===== config.mk =====
export PLATFORM = sky130hd
export DESIGN_NAME = branch_cc_ctrl
export DESIGN_NICKNAME = d
export VERILOG_FILES = /design/src/rtl/branch_cc_ctrl.sv
export SDC_FILE = /design/constraint.sdc
export NUM_CORES = 1
export LEC_CHECK = 0
export ABC_AREA = 1
export CAP_MARGIN = 20
export CORE_AREA = 2 2 47 49
export DETAILED_ROUTE_END_ITERATION = 16
export DIE_AREA = 0 0 49 51
export GPL_ROUTABILITY_DRIVEN = 0
export PLACE_DENSITY_LB_ADDON = 0.3
export SKIP_CTS_REPAIR_TIMING = 1
export SLEW_MARGIN = 10
export SYNTH_ARGS = -nofsm -noshare
export SYNTH_HDL_FRONTEND = slang
export SYNTH_SLANG_ARGS = --single-unit

===== constraint.sdc =====
create_clock -name Clk -period 1.2 [get_ports Clk]
set_input_delay 0.12 -clock Clk [delete_from_list [all_inputs] [get_ports Clk]]
set_output_delay 0.12 -clock Clk [all_outputs]
set_load 0.05 [all_outputs]

===== src/rtl/branch_cc_ctrl.sv =====
// branch_cc_ctrl: LC-3 condition-code / branch-enable sequencer between the IR and the NZP/BEN unit.
// Defining BRANCH_CC_CTRL_STATS_EN adds the saturating br_total / br_taken counters.
module branch_cc_ctrl (
  input  logic        Clk,
  input  logic        Reset_n,
  input  logic        instr_valid,
  output logic        instr_ready,
  input  logic [15:0] IR,
  input  logic        mem_rdy,
  input  logic        BEN,
  output logic        LD_CC,
  output logic        LD_BEN,
  output logic        LD_PC,
  output logic [1:0]  PCMUX,
  output logic        taken,
  output logic        done
`ifdef BRANCH_CC_CTRL_STATS_EN
  ,
  output logic [15:0] br_total,
  output logic [15:0] br_taken
`endif
);

  typedef enum logic [2:0] {
    S_IDLE     = 3'd0,
    S_DECODE   = 3'd1,
    S_MEM_WAIT = 3'd2,
    S_CC_UPD   = 3'd3,
    S_BEN_LD   = 3'd4,
    S_BEN_EVAL = 3'd5,
    S_DONE     = 3'd6
  } state_e;

  state_e      state_q, state_d;
  logic [15:0] ir_q, ir_d;
  logic [1:0]  mem_cnt_q, mem_cnt_d;
  logic        taken_q, taken_d;

  // Only opcode and nzp fields steer the sequence; the rest of the word is carried but unused.
  logic unused_ir_s;
  assign unused_ir_s = ^ir_q[8:0];

  // State and datapath registers.
  always_ff @(posedge Clk or negedge Reset_n) begin
    if (!Reset_n) begin
      state_q   <= S_IDLE;
      ir_q      <= 16'h0000;
      mem_cnt_q <= 2'd0;
      taken_q   <= 1'b0;
    end else begin
      state_q   <= state_d;
      ir_q      <= ir_d;
      mem_cnt_q <= mem_cnt_d;
      taken_q   <= taken_d;
    end
  end

  // Next-state and output decode.
  always_comb begin
    state_d     = state_q;
    ir_d        = ir_q;
    mem_cnt_d   = mem_cnt_q;
    taken_d     = taken_q;
    instr_ready = 1'b0;
    LD_CC       = 1'b0;
    LD_BEN      = 1'b0;
    LD_PC       = 1'b0;
    PCMUX       = 2'b00;
    taken       = 1'b0;
    done        = 1'b0;

    case (state_q)
      S_IDLE: begin
        instr_ready = 1'b1;
        if (instr_valid) begin
          ir_d    = IR;
          state_d = S_DECODE;
        end else begin
          state_d = S_IDLE;
        end
      end

      S_DECODE: begin
        case (ir_q[15:12])
          4'b0000: begin
            if (ir_q[11:9] != 3'b000) begin
              state_d = S_BEN_LD;
            end else begin
              state_d = S_DONE;
            end
          end
          4'b0001, 4'b0101, 4'b1001, 4'b1110: state_d = S_CC_UPD;
          4'b0010, 4'b0110: begin
            mem_cnt_d = 2'd1;
            state_d   = S_MEM_WAIT;
          end
          4'b1010: begin
            mem_cnt_d = 2'd2;
            state_d   = S_MEM_WAIT;
          end
          default: state_d = S_DONE;
        endcase
      end

      // Non-consecutive strobes are fine; only cycles with mem_rdy high count down.
      S_MEM_WAIT: begin
        if (mem_rdy) begin
          mem_cnt_d = mem_cnt_q - 2'd1;
          if (mem_cnt_q <= 2'd1) begin
            state_d = S_CC_UPD;
          end else begin
            state_d = S_MEM_WAIT;
          end
        end else begin
          state_d = S_MEM_WAIT;
        end
      end

      S_CC_UPD: begin
        LD_CC   = 1'b1;
        state_d = S_DONE;
      end

      S_BEN_LD: begin
        LD_BEN  = 1'b1;
        state_d = S_BEN_EVAL;
      end

      S_BEN_EVAL: begin
        if (BEN) begin
          LD_PC   = 1'b1;
          PCMUX   = 2'b10;
          taken_d = 1'b1;
        end else begin
          taken_d = taken_q;
        end
        state_d = S_DONE;
      end

      S_DONE: begin
        done    = 1'b1;
        taken   = taken_q;
        taken_d = 1'b0;
        state_d = S_IDLE;
      end

      default: state_d = S_IDLE;
    endcase
  end

`ifdef BRANCH_CC_CTRL_STATS_EN
  logic [15:0] br_total_q;
  logic [15:0] br_taken_q;

  // Saturating branch statistics, updated when BEN is evaluated.
  always_ff @(posedge Clk or negedge Reset_n) begin
    if (!Reset_n) begin
      br_total_q <= 16'h0000;
      br_taken_q <= 16'h0000;
    end else if (state_q == S_BEN_EVAL) begin
      if (br_total_q != 16'hFFFF) begin
        br_total_q <= br_total_q + 16'd1;
      end
      if (BEN && (br_taken_q != 16'hFFFF)) begin
        br_taken_q <= br_taken_q + 16'd1;
      end
    end
  end

  assign br_total = br_total_q;
  assign br_taken = br_taken_q;
`endif

endmodule


==> reports/results.txt <==
status: finished, violations left
violated checks: setup timing
largest net degree at the start of global routing: 14
cell area after synthesis: 771 um2
final WL: 1790 um
1st-pass router iterations: 5
ys flop type: dfrtp_1
CP Capture Type: primary output
initial antenna violation count: 0
skew final: 0.00658 ns
Max Fclk: 701 MHz
Final HPWL DP: 1210 um
post-synthesis async set-or-reset flop share: 100%
DIE AREA: 0.00250 mm2
routed vias/inst: 4.53
syn_nets: 128
max-cap check violation count: 0
Mean Syn Cell Area: 7.27 um2
R2R Path End: ir_q[15]
Core Util, Final: 61.5%
via count: 766
# port buffers: 18
worst min-delay path class: in -> async
cell count after synthesis: 106
fin cells: 169
Final Slew Violations: 0
sequential area share after synthesis: 42.2%
GRT overflow: 0
Post-DP Area: 0.00111 mm2
crit path DAT: 1.31 ns
RSZ-0062 raised after global routing: true
# clock sinks: 13
first-pass GRT wire length: 2760 um
met1 wire length: 754 um
share of cells above drive strength 1: 37.6%
DR iter-0 viols: 15
P&R area growth vs syn: 64.6%
CP startpoint: state_q[1]
finished layout cell area: 0.00127 mm2
via count of the first global-routing pass: 684
GRT Total Usage: 14.7%
Core Box Area: 0.00206 mm2
Die Wd: 49 um
Synth top area share: 42.2%
register area: 329 um2
most frequent cell after synthesis: nand2_1
Layout Nets: 164
Setup-failing EPs final: 11
row cnt: 17
Initial Util: 37.4%
final routed DRC violation total: 0
Setup WS post-layout: -0.227 ns
yosys warns: 0
Top Layer Used: met4
number of synthesized flops with an enable pin: 0
IO Pins: 29
Yosys reg bits: 13
final hold vios: 0
CP Max Fanout: 4
total leakage power: 0.606 nW
Hold WS: 0.154 ns
power per cell area: 2490 mW/mm2
top cells by count, synth: nand2_1, nand3_1, dfrtp_1
met2 wire len: 939 um
worst reg-to-reg path cell count: 6
total CTS buffers: 3
CP Class: reg -> out
R2R setup slack: -0.07 ns
CTS Root Cell: clkbuf_4
CP Data Required Time: 1.08 ns
clk buf depth: 2
Multi-input gate area: 425 um2
# fillers: 182
die height: 51 um
startpoint types: flop
crit share post-route: 119%
per-cell routed wire length: 10.6 um
clock latency on the worst-skew pair: 0.27 ns
# diodes: 0
Worst VDD drop: 1.51 mV
area leader, netlist: dfrtp_1
clock slew at reported path FFs: 0.08 ns
Routed Antenna Nets: 0
r2r startpoint: state_q[0]
H-tree depth: 1
minimum clock period: 1.43 ns
Inst Count DP: 154
TritonCTS clock tree: built
met3 WL: 75 um
synth unique cells: 22
setup TNS: -1.67 ns
ranking of synthesized cells by area: dfrtp_1, nand2_1, nand3_1, inv_1, nor2_1
[cells by family after synthesis]
| kind of cell | synth area share [%] |
|---|---|
| other | 0.487 |
| flip-flops | 42.2 |
| buffers and inverters | 10.7 |
| AO/OA/AOI/OAI | 4.54 |
| adder cells (fa/ha/maj) | 1.62 |
| AND/OR/NAND/NOR | 40.4 |
[routing by layer]
layer / track usage [%] / vias to the layer above
li1: - / 401
met1: 17.0 / 343
met2: 25.1 / 20
met3: 3.22 / 2
met4: 8.57 / 0
met5: 0 / -
[placed cells by master, fill, tap and decap left out, types with 2 or more instances in the layout]
cell type / Yosys / final
buf_4: 2 / 13
dfrtp_2: 0 / 3
nor2_4: 1 / 4
o21ai_1: 1 / 2
inv_2: 2 / 4
nand2_2: 3 / 5
buf_6: 1 / 4
dfrtp_1: 13 / 10
clkbuf_4: 0 / 3
clkdlybuf4s50_1: 0 / 11
nand3_1: 16 / 11
nand3_2: 0 / 4
clkinvlp_4: 0 / 2
nor2_1: 8 / 6
inv_1: 12 / 8
nand2_1: 34 / 32
buf_12: 0 / 7
[critical path, cell delays in order, from the launching register on]
cell	delay, ns
dfrtp_2	0.45
buf_4	0.16
nor3_2	0.25
buf_12	0.17
[power breakdown]
group	switching [mW]	internal (mW)	leakage, nW
sequential	0.242	0.653	0.159
clock	0.134	0.129	0.0150
combinational	1.05	0.947	0.432
[flip-flops by register name, summed over array words and instances, names as in the netlist]
name       cells
ir_q           7
state_q        3
mem_cnt_q      2
taken_q        1
[worst max-delay path by stage]
stage / endpoint / cells past startpoint
finish: LD_BEN / 3
global route: PCMUX[1] / 6
CTS: instr_ready / 3
detailed placement: state_q[1] / 5
global placement: instr_ready / 3
floorplan: ir_q[10] / 4
[metrics by stage]
stage / power, mW / setup WS, ns
floorplan: 1.92 / -0.264
global placement: 2.44 / 0.0221
detailed placement: 2.47 / 0.00782
CTS: 2.76 / -0.296
global route: 3.43 / -0.313
finish: 3.16 / -0.227
[final cells by class]
class	instances	share of cell area (%)
clock buffer	4	2.07
inverter	14	4.73
multi-input combinational	75	33.5
sequential	13	25.9
tap	28	2.76
timing repair buffer	35	31.0
Power figures use the tool's default switching activity.
